`src/rtl/alu_pkg.sv`:
```
// Shared opcode encodings and command layout for the ALU issue path.
// No timing of its own; pure type/constant definitions.
package alu_pkg;

    localparam logic [1:0] OP_ADD = 2'b00;
    localparam logic [1:0] OP_SUB = 2'b01;
    localparam logic [1:0] OP_AND = 2'b10;
    localparam logic [1:0] OP_OR  = 2'b11;

    typedef struct packed {
        logic [3:0] a;
        logic [3:0] b;
        logic [1:0] op;
    } alu_cmd_t;

endpackage

```
`src/rtl/alu_cmd_fifo.sv`:
```
// Generic synchronous FIFO with head-of-queue data visible combinationally.
// Latency: write visible at head the cycle after push; push ignored when full, pop ignored when empty.
module alu_cmd_fifo #(
    parameter int WIDTH = 10,
    parameter int DEPTH = 4
) (
    input  logic             i_clk,
    input  logic             i_rst,
    input  logic             i_push,
    input  logic [WIDTH-1:0] i_push_dat,
    input  logic             i_pop,
    output logic             o_full,
    output logic             o_empty,
    output logic [WIDTH-1:0] o_head_dat
);

    localparam int PTR_W = $clog2(DEPTH);
    localparam int OCC_W = PTR_W + 1;

    logic [WIDTH-1:0] r_mem [DEPTH];
    logic [PTR_W-1:0] r_wr_ptr;
    logic [PTR_W-1:0] r_rd_ptr;
    logic [OCC_W-1:0] r_count;
    logic             w_push;
    logic             w_pop;

    assign o_full     = (r_count == OCC_W'(DEPTH));
    assign o_empty    = (r_count == '0);
    assign w_push     = i_push && !o_full;
    assign w_pop      = i_pop && !o_empty;
    assign o_head_dat = r_mem[r_rd_ptr];

    // Pointers wrap naturally because DEPTH is a power of two.
    always_ff @(posedge i_clk) begin
        if (i_rst) begin
            r_wr_ptr <= '0;
            r_rd_ptr <= '0;
            r_count  <= '0;
        end else begin
            if (w_push) r_wr_ptr <= r_wr_ptr + PTR_W'(1);
            if (w_pop)  r_rd_ptr <= r_rd_ptr + PTR_W'(1);
            case ({w_push, w_pop})
                2'b10:   r_count <= r_count + OCC_W'(1);
                2'b01:   r_count <= r_count - OCC_W'(1);
                default: r_count <= r_count;
            endcase
        end
    end

    always_ff @(posedge i_clk) begin
        if (w_push) r_mem[r_wr_ptr] <= i_push_dat;
    end

endmodule

```
`src/rtl/alu_issue_stage.sv`:
```
// Queues ALU commands, drives the external ALU from the queue head, registers result/op/zero.
// Latency: one cycle from command accept to res_valid; cmd_ready drops when the queue is full, res_ready stalls the head.
module alu_issue_stage
    import alu_pkg::*;
#(
    parameter int DEPTH = 4,
    parameter int CNT_W = 8
) (
    input  logic             clk,
    input  logic             rst,
    input  logic             cmd_valid,
    output logic             cmd_ready,
    input  logic [3:0]       cmd_a,
    input  logic [3:0]       cmd_b,
    input  logic [1:0]       cmd_op,
    output logic [3:0]       alu_a,
    output logic [3:0]       alu_b,
    output logic [1:0]       alu_op,
    input  logic [3:0]       alu_out,
    output logic             res_valid,
    input  logic             res_ready,
    output logic [3:0]       res_data,
    output logic [1:0]       res_op,
    output logic             res_zero,
    output logic [CNT_W-1:0] res_count
);

    alu_cmd_t         w_push_dat;
    alu_cmd_t         w_head;
    logic             w_full;
    logic             w_empty;
    logic             w_pop;
    logic             w_hand;

    logic             r_res_valid;
    logic [3:0]       r_res_data;
    logic [1:0]       r_res_op;
    logic             r_res_zero;
    logic [CNT_W-1:0] r_res_count;

    always_comb begin
        w_push_dat    = '0;
        w_push_dat.a  = cmd_a;
        w_push_dat.b  = cmd_b;
        w_push_dat.op = cmd_op;
    end

    alu_cmd_fifo #(
        .WIDTH ($bits(alu_cmd_t)),
        .DEPTH (DEPTH)
    ) u_fifo (
        .i_clk      (clk),
        .i_rst      (rst),
        .i_push     (cmd_valid),
        .i_push_dat (w_push_dat),
        .i_pop      (w_pop),
        .o_full     (w_full),
        .o_empty    (w_empty),
        .o_head_dat (w_head)
    );

    assign cmd_ready = !w_full;
    assign w_pop     = !w_empty && (!r_res_valid || res_ready);
    assign w_hand    = r_res_valid && res_ready;

    // Empty queue drives zeros so the ALU never sees stale storage.
    assign alu_a  = w_empty ? 4'd0 : w_head.a;
    assign alu_b  = w_empty ? 4'd0 : w_head.b;
    assign alu_op = w_empty ? 2'd0 : w_head.op;

    always_ff @(posedge clk) begin
        if (rst) begin
            r_res_valid <= 1'b0;
            r_res_data  <= '0;
            r_res_op    <= '0;
            r_res_zero  <= 1'b1;
            r_res_count <= '0;
        end else begin
            if (w_pop) begin
                r_res_valid <= 1'b1;
                r_res_data  <= alu_out;
                r_res_op    <= w_head.op;
                r_res_zero  <= (alu_out == 4'd0);
            end else if (w_hand) begin
                r_res_valid <= 1'b0;
            end
            if (w_hand && (r_res_count != {CNT_W{1'b1}})) begin
                r_res_count <= r_res_count + CNT_W'(1);
            end
        end
    end

    assign res_valid = r_res_valid;
    assign res_data  = r_res_data;
    assign res_op    = r_res_op;
    assign res_zero  = r_res_zero;
    assign res_count = r_res_count;

endmodule

```
`config.mk`:
```
export PLATFORM = sky130hd
export DESIGN_NAME = alu_issue_stage
export DESIGN_NICKNAME = d
export VERILOG_FILES = /design/src/rtl/alu_pkg.sv /design/src/rtl/alu_cmd_fifo.sv /design/src/rtl/alu_issue_stage.sv
export SDC_FILE = /design/constraint.sdc
export NUM_CORES = 1
export LEC_CHECK = 0
export ABC_CLOCK_PERIOD_IN_PS = 5900
export CORE_MARGIN = 4
export CORE_UTILIZATION = 57
export DETAILED_ROUTE_END_ITERATION = 10
export PLACE_DENSITY = 0.85
export SETUP_SLACK_MARGIN = 0.02
export SYNTH_ARGS = -nofsm -noshare
export SYNTH_HDL_FRONTEND = slang
export SYNTH_SLANG_ARGS = --single-unit
export TNS_END_PERCENT = 1
```
`constraint.sdc`:
```
create_clock -name clk -period 5.9 [get_ports clk]
set_clock_uncertainty 0.05 [all_clocks]
set_input_delay 1.77 -clock clk [delete_from_list [all_inputs] [get_ports clk]]
set_output_delay 1.77 -clock clk [all_outputs]
set_load 0.05 [all_outputs]
```
==> results of run 1 <==
[layer usage]
layer	vias up	track usage	wire length (um)
met5	-	0	0
met4	0	0.0979	123
met3	11	0.0527	254
met2	54	0.317	2780
met1	876	0.238	2150
li1	860	-	-
[per-stage QoR]
stage / worst slack, ns / cell area, sq um / hold WS (ns) / power [mW] / util
final: 1.50 / 3330 / 0.431 / 1.61 / 0.740
after global routing: 1.36 / 3330 / 0.456 / 1.70 / 0.740
after CTS: 1.44 / 3330 / 0.429 / 1.62 / 0.740
after detailed placement: 1.62 / 3180 / 0.421 / 1.32 / 0.706
after global placement: 1.73 / 3180 / 0.411 / 1.30 / 0.706
after floorplan: 2.44 / 2740 / 0.425 / 1.13 / -
[critical path: stages, from the launching register on]
cell and delay, ns:
sky130_fd_sc_hd__dfxtp_1 0.75, sky130_fd_sc_hd__mux4_2 0.60, sky130_fd_sc_hd__and2_1 0.19, sky130_fd_sc_hd__clkdlybuf4s50_1 0.70
[cell families after synthesis]
| logic type | after synthesis |
|---|---|
| flops | 65 |
| simple gates | 59 |
| compound gates | 39 |
| buf+inv | 22 |
| mux | 12 |
| fa+ha+maj | 7 |
| xor+xnor | 2 |
[final cells by class]
cell class	count	area (sq um)
Tap cell	52	65.1
Sequential cell	65	1700
Clock inverter	5	22.5
Timing Repair Buffer	44	440
Multi-Input combinational cell	119	935
Inverter	10	37.5
Fill cell	289	1170
Clock buffer	11	131
[synthesized netlist by cell type]
cell type,instances,area [sq um]
sky130_fd_sc_hd__xor2_1,2,17.5
sky130_fd_sc_hd__o21bai_1,1,7.51
sky130_fd_sc_hd__and3_1,7,43.8
sky130_fd_sc_hd__a31oi_1,2,12.5
sky130_fd_sc_hd__dfxtp_1,25,500
sky130_fd_sc_hd__mux4_2,10,225
sky130_fd_sc_hd__nand3_1,11,55.1
sky130_fd_sc_hd__and4_1,4,35.0
sky130_fd_sc_hd__nand4_2,1,12.5
sky130_fd_sc_hd__or3_1,2,12.5
sky130_fd_sc_hd__or3_2,1,7.51
sky130_fd_sc_hd__a21oi_1,17,85.1
sky130_fd_sc_hd__a311oi_2,1,15.0
sky130_fd_sc_hd__clkbuf_1,3,11.3
sky130_fd_sc_hd__nand2_1,5,18.8
sky130_fd_sc_hd__buf_1,1,3.75
sky130_fd_sc_hd__or3b_1,1,8.76
sky130_fd_sc_hd__a2111oi_0,1,8.76
sky130_fd_sc_hd__o21ai_0,10,50.1
sky130_fd_sc_hd__ha_1,6,75.1
sky130_fd_sc_hd__nor2_1,7,26.3
sky130_fd_sc_hd__nor2b_1,1,6.26
sky130_fd_sc_hd__a21boi_0,2,15.0
sky130_fd_sc_hd__a21o_1,2,15.0
sky130_fd_sc_hd__a211oi_1,1,7.51
sky130_fd_sc_hd__and2_1,10,62.6
sky130_fd_sc_hd__edfxtp_1,40,1200
sky130_fd_sc_hd__mux2i_1,1,10.0
sky130_fd_sc_hd__nand2b_1,1,6.26
sky130_fd_sc_hd__or4_1,1,7.51
sky130_fd_sc_hd__inv_1,10,37.5
sky130_fd_sc_hd__buf_4,1,7.51
sky130_fd_sc_hd__a31o_1,1,8.76
sky130_fd_sc_hd__mux2_2,1,11.3
sky130_fd_sc_hd__nor3_1,4,20.0
sky130_fd_sc_hd__fa_1,1,20.0
sky130_fd_sc_hd__clkbuf_2,1,5.00
sky130_fd_sc_hd__buf_6,1,11.3
sky130_fd_sc_hd__nand4_1,1,6.26
sky130_fd_sc_hd__a311oi_1,1,8.76
sky130_fd_sc_hd__nor4_1,2,12.5
sky130_fd_sc_hd__buf_2,5,25.0
[path summary, 6_finish.rpt]
path / start / to / slack, ns
worst max-delay path: register / alu_op[0] / 1.50
worst min-delay path: res_data[0] / res_data[0] / 0.43
worst max register to register: u_fifo.r_count[2] / u_fifo.r_count[2] / 3.36
worst min register to register: res_data[0] / res_data[0] / 0.43
[placed cells by master, fill, tap and decap left out, types with 3 or more instances in the layout]
master / Yosys / final
sky130_fd_sc_hd__ha_1: 6 / 6
sky130_fd_sc_hd__o21ai_0: 10 / 10
sky130_fd_sc_hd__and4_1: 4 / 4
sky130_fd_sc_hd__and2_1: 10 / 10
sky130_fd_sc_hd__and3_1: 7 / 7
sky130_fd_sc_hd__nor3_1: 4 / 4
sky130_fd_sc_hd__nand2_1: 5 / 5
sky130_fd_sc_hd__clkbuf_8: 0 / 9
sky130_fd_sc_hd__inv_1: 10 / 10
sky130_fd_sc_hd__a21oi_1: 17 / 17
sky130_fd_sc_hd__nor2_1: 7 / 7
sky130_fd_sc_hd__mux4_2: 10 / 10
sky130_fd_sc_hd__clkinv_2: 0 / 3
sky130_fd_sc_hd__dfxtp_1: 25 / 25
sky130_fd_sc_hd__edfxtp_1: 40 / 40
sky130_fd_sc_hd__nand3_1: 11 / 11
sky130_fd_sc_hd__clkdlybuf4s50_1: 0 / 44
[where the power goes]
| group | switching, mW | internal [mW] | total (mW) | leakage, nW |
|---|---|---|---|---|
| clock network | 0.154 | 0.147 | 0.301 | 0.0819 |
| logic | 0.428 | 0.259 | 0.687 | 0.498 |
| registers | 0.0642 | 0.554 | 0.619 | 0.571 |
| total | 0.645 | 0.961 | 1.61 | 1.15 |
[flip-flops by register name (all words and copies together), names as in the netlist, named ones only]
signal,flops
res_count,8
res_data,4
res_op,2
res_valid,1
res_zero,1
u_fifo.r_count,3
u_fifo.r_mem,40
u_fifo.r_rd_ptr,2
u_fifo.r_wr_ptr,2
==> results.txt, run 1 <==
----------------------------------------------------
[Finish]
  Nets@finish ... 274
  Share of layout cells above drive strength 1 ... 0.102
  Layout Cells excl Fill ... 306
  Area Growth Syn to Fin ... 21.8%
  Antenna Cells ... 0

[Detailed routing]
  Average routed wire per standard cell ... 17.3 um
  1st-iter DRT viols ... 112
  Total Routed Length ... 5.31 mm
  Vias per std cell ... 5.89
  Number of routed nets with antenna violations ... 0
  Routed via count ... 1801
  DRC ... 0
  First-pass DRT Iterations ... 4

[Yosys]
  Cell Area, Synth ... 0.00274 sq mm
  Syn nets ... 231
  Dominant combinational cell family by area after synthesis ... simple AND/OR/NAND/NOR gates
  Post-synthesis share of cell area spent on full adders, half adders and majority gates ... 0.0347
  Sequential-to-total area share from yosys stat ... 0.622
  Xor/xnor cell area share of the yosys netlist ... 0.00640
  Multiplexer area fraction after synthesis ... 0.0900
  Syn. warnings ... 0
  Simple-gate area share of the yosys netlist ... 0.125
  Compound-Gate Fraction of Synth Area ... 0.0855
  Count of state elements after synthesis ... 65
  Number of distinct library cells after synthesis ... 42
  Post-Syn Instances ... 206
  Synthesized area divided by synthesized cell count ... 13.3 sq um

[Floorplan]
  DIE WIDTH ... 77.3 um
  Placement Rows ... 24
  Die area ... 0.00598 sq mm
  Vertical die dimension ... 77.3 um
  Number of primary I/O pins ... 45
  Initial cell density of the core ... 0.608
  Placeable core region ... 0.00450 sq mm

[Global routing]
  Largest net degree at the start of global routing ... 25
  Number of global-route vias before repair ... 1815
  Number of antenna violations at the first check in global routing ... 0
  Wire length of the first global-routing pass ... 8.84 mm
  Overflow left after global routing ... 0
  Global router's overall resource usage ... 0.194

[Clock network]
  Root buffer cell ... sky130_fd_sc_hd__clkbuf_8
  Post-cts resize count ... 0
  Insertion delay to the later sink of the worst-skew pair ... 0.33 ns
  Number of levels the H-tree was split into ... 3
  Clock transition at the registers of the reported paths ... 0.06 ns
  Clock tree from TritonCTS ... done
  Number of setup buffers added after CTS ... 0
  Total clock sinks ... 65
  Maximum buffer depth of the clock tree ... 2
  Number of CTS-inserted buffers ... 9
  Number of buffers inserted for hold repair after clock tree synthesis ... 0

[Run status]
  Status ... finished clean

[Timing]
  Post-route clock period utilization ... 0.745
  Final Hold Fails ... 0
  F_max ... 227 MHz
  Total setup violations reported at the end of the flow ... 0
  Final-report max-slew violation count ... 0
  Shortest period the worst path allows ... 4.40 ns
  Unrepaired setup endpoints after global routing ... false
  Accumulated negative setup slack ... 0 ns
  Worst slew pin tran ... 0.928 ns
  Max transition margin ... 0.376

[Pwr]
  Power density over cell area ... 482 mW/mm^2
  Leakage Power ... 1.15 nW
  Maximum VDD drop ... 0.353 mV

[Worst setup path]
  Crit end category ... output pin
  Arrival time at the worst endpoint ... 2.58 ns
  Crit Path Class ... reg -> out
  Register-to-Register Path Depth ... 8
  Startpoint kind of the worst setup timing path ... register
  Data required time of the worst path ... 4.08 ns
  Crit-path max FO ... 10

[Place]
  Buffers on Ports ... 44
  Cell Count Post-Placement ... 290
  Gp weighted congestion ... 0.859
  Post-DP HPWL ... 3.60 mm

[Worst hold path]
  Number of instances on the worst hold path ... 2
  Type of the tightest min-delay check ... reg -> reg

[Flow run]
  Max-cap check violation count ... 0

----------------------------------------------------
(Power assumes the default switching activity.)
==> run 2, diff against run 1 <==
- ABC_CLOCK_PERIOD_IN_PS: 5900 -> 4000
- CORE_UTILIZATION: 57 -> 47
- PLACE_DENSITY: 0.85 -> 0.75
- clock period: 5.9 -> 4 ns (I/O delays scaled with it)
==> run 2 against run 1 <==
Effect of this change: sequential share of layout area down 1.3 points; final area up 2.7%; wire length down 3.2%; clock power up 81%; die area up 19%; combinational power up 51%; critical path type unchanged.
==> results.txt, run 2 (same netlist as run 1, synthesis figures left out) <==
----------------------------------------------------
[Run status]
  Status ... finished clean

[Worst setup path]
  Family with the most delay on the worst path ... buffers and inverters
  Worst path slowest cell ... sky130_fd_sc_hd__clkdlybuf4s50_1
  Crit-path max FO ... 7
  Arrival time at the worst endpoint ... 2.51 ns
  Cells along the critical path ... buf_4 -> mux4_2 -> and2_1 -> clkdlybuf4s50_1
  Worst reg2reg path startpoint ... u_fifo.r_count[2]
  Crit path buffers/inverters ... 2
  Startpoint kind of the worst setup timing path ... register
  Crit end category ... output pin
  Data required time of the worst path ... 2.75 ns
  Crit Path Class ... reg -> out
  Peak per-stage delay on the critical path ... 0.69 ns

[Detailed routing]
  1st-iter DRT viols ... 74
  Total Routed Length ... 5.14 mm
  First-pass DRT Iterations ... 4
  Vias per std cell ... 5.47
  DRC ... 0
  Number of routed nets with antenna violations ... 0
  Average routed wire per standard cell ... 15.6 um
  Routed via count ... 1801

[Pwr]
  Total power draw ... 2.49 mW
  Leakage Power ... 1.17 nW
  Maximum VDD drop ... 0.418 mV
  Power density over cell area ... 727 mW/mm^2

[Worst hold path]
  Hold_sp ... res_op[0]
  Type of the tightest min-delay check ... reg -> reg

[Clock network]
  Insertion delay to the later sink of the worst-skew pair ... 0.34 ns
  Post-cts resize count ... 0
  Maximum buffer depth of the clock tree ... 2
  Number of setup buffers added after CTS ... 0
  Number of levels the H-tree was split into ... 3
  Total clock sinks ... 65
  Number of buffers inserted for hold repair after clock tree synthesis ... 0
  Number of CTS-inserted buffers ... 9
  Clock transition at the registers of the reported paths ... 0.07 ns
  Root buffer cell ... sky130_fd_sc_hd__clkbuf_8
  Clock tree from TritonCTS ... done

[Floorplan]
  Number of primary I/O pins ... 45
  Initial cell density of the core ... 0.491
  Placement Rows ... 27
  Vertical die dimension ... 84.3 um
  DIE WIDTH ... 84.3 um
  Placeable core region ... 0.00557 sq mm
  Die area ... 0.00711 sq mm

[Place]
  Gp weighted congestion ... 0.806
  Post-DP HPWL ... 3.42 mm
  Buffers on Ports ... 44

[Timing]
  Accumulated negative setup slack ... 0 ns
  Final-report max-slew violation count ... 0
  Max transition margin ... 0.597
  F_max ... 266 MHz
  Final Hold Fails ... 0
  Hold WS ... 0.435 ns
  Shortest period the worst path allows ... 3.76 ns
  Unrepaired setup endpoints after global routing ... false
  Post-route clock period utilization ... 0.941
  Worst slew pin tran ... 0.604 ns
  Total setup violations reported at the end of the flow ... 0

[Flow run]
  Max-cap check violation count ... 0

[Finish]
  Nets@finish ... 277
  Leading cell type in the layout, fill and taps excluded ... sky130_fd_sc_hd__clkdlybuf4s50_1
  Fillers ... 446
  Antenna Cells ... 0
  Share of layout cells above drive strength 1 ... 0.125
  Highest-count cells in the layout ignoring fill and taps ... sky130_fd_sc_hd__clkdlybuf4s50_1 (44), sky130_fd_sc_hd__edfxtp_1 (40), sky130_fd_sc_hd__dfxtp_1 (25)
  Area Growth Syn to Fin ... 25.0%
  Reg with most FFs ... u_fifo.r_mem
  Largest register FFs ... 40

[Global routing]
  Number of global-route vias before repair ... 1780
  Number of antenna violations at the first check in global routing ... 0
  Wire length of the first global-routing pass ... 8.45 mm
  Global router's overall resource usage ... 0.154
  Overflow left after global routing ... 0
  Largest net degree at the start of global routing ... 25

----------------------------------------------------
-- run 2: cell count changes in the layout (fill, tap and decap cells not counted), sizes merged --
cell / delta
buf: +3
bufinv: +1
clkbuf: -1
clkinv: -4
clkinvlp: +4
-- run 2: layer usage --
layer	part of all wire	up-vias	track usage
li1	-	866	-
met1	0.43	893	0.175
met2	0.51	34	0.266
met3	0.044	8	0.0402
met4	0.019	0	0.0775
met5	0	-	0
-- run 2: through the flow --
step / utilization / worst slack, ns / instances / area, sq um
after floorplan: - / 1.11 / 206 / 2740
after global placement: 0.579 / 0.428 / 313 / 3230
after detailed placement: 0.579 / 0.351 / 313 / 3230
after CTS: 0.614 / 0.184 / 329 / 3420
after global routing: 0.614 / 0.0813 / 329 / 3420
final: 0.614 / 0.237 / 329 / 3420
-- run 2: path summary, 6_finish.rpt --
kind                       endpoint  slack [ns]  cells after the start
hold / removal            res_op[0]        0.43                      2
setup / recovery           alu_b[0]        0.24                      4
setup reg to reg  u_fifo.r_count[2]        1.51                      8
hold reg to reg           res_op[0]        0.43                      2
-- run 2: cell type report --
type / count / area (sq um) / share of cell area
clock buffer: 10 / 128 / 0.0373
clock inverter: 6 / 68.8 / 0.0201
inverter: 10 / 37.5 / 0.0110
multi-input combinational: 119 / 935 / 0.273
sequential: 65 / 1700 / 0.497
tap: 72 / 90.1 / 0.0263
timing repair buffer: 47 / 463 / 0.135
-- run 2: power breakdown --
group / internal (mW) / leakage, nW / switching (mW)
clock network: 0.289 / 0.0847 / 0.257
registers: 0.817 / 0.571 / 0.0850
logic: 0.399 / 0.512 / 0.640
-- run 2: worst min-delay path, stage by stage, from the launching register on --
cell and delay [ns]:
sky130_fd_sc_hd__dfxtp_1 0.31, sky130_fd_sc_hd__o21ai_0 0.07, sky130_fd_sc_hd__a21oi_1 0.06
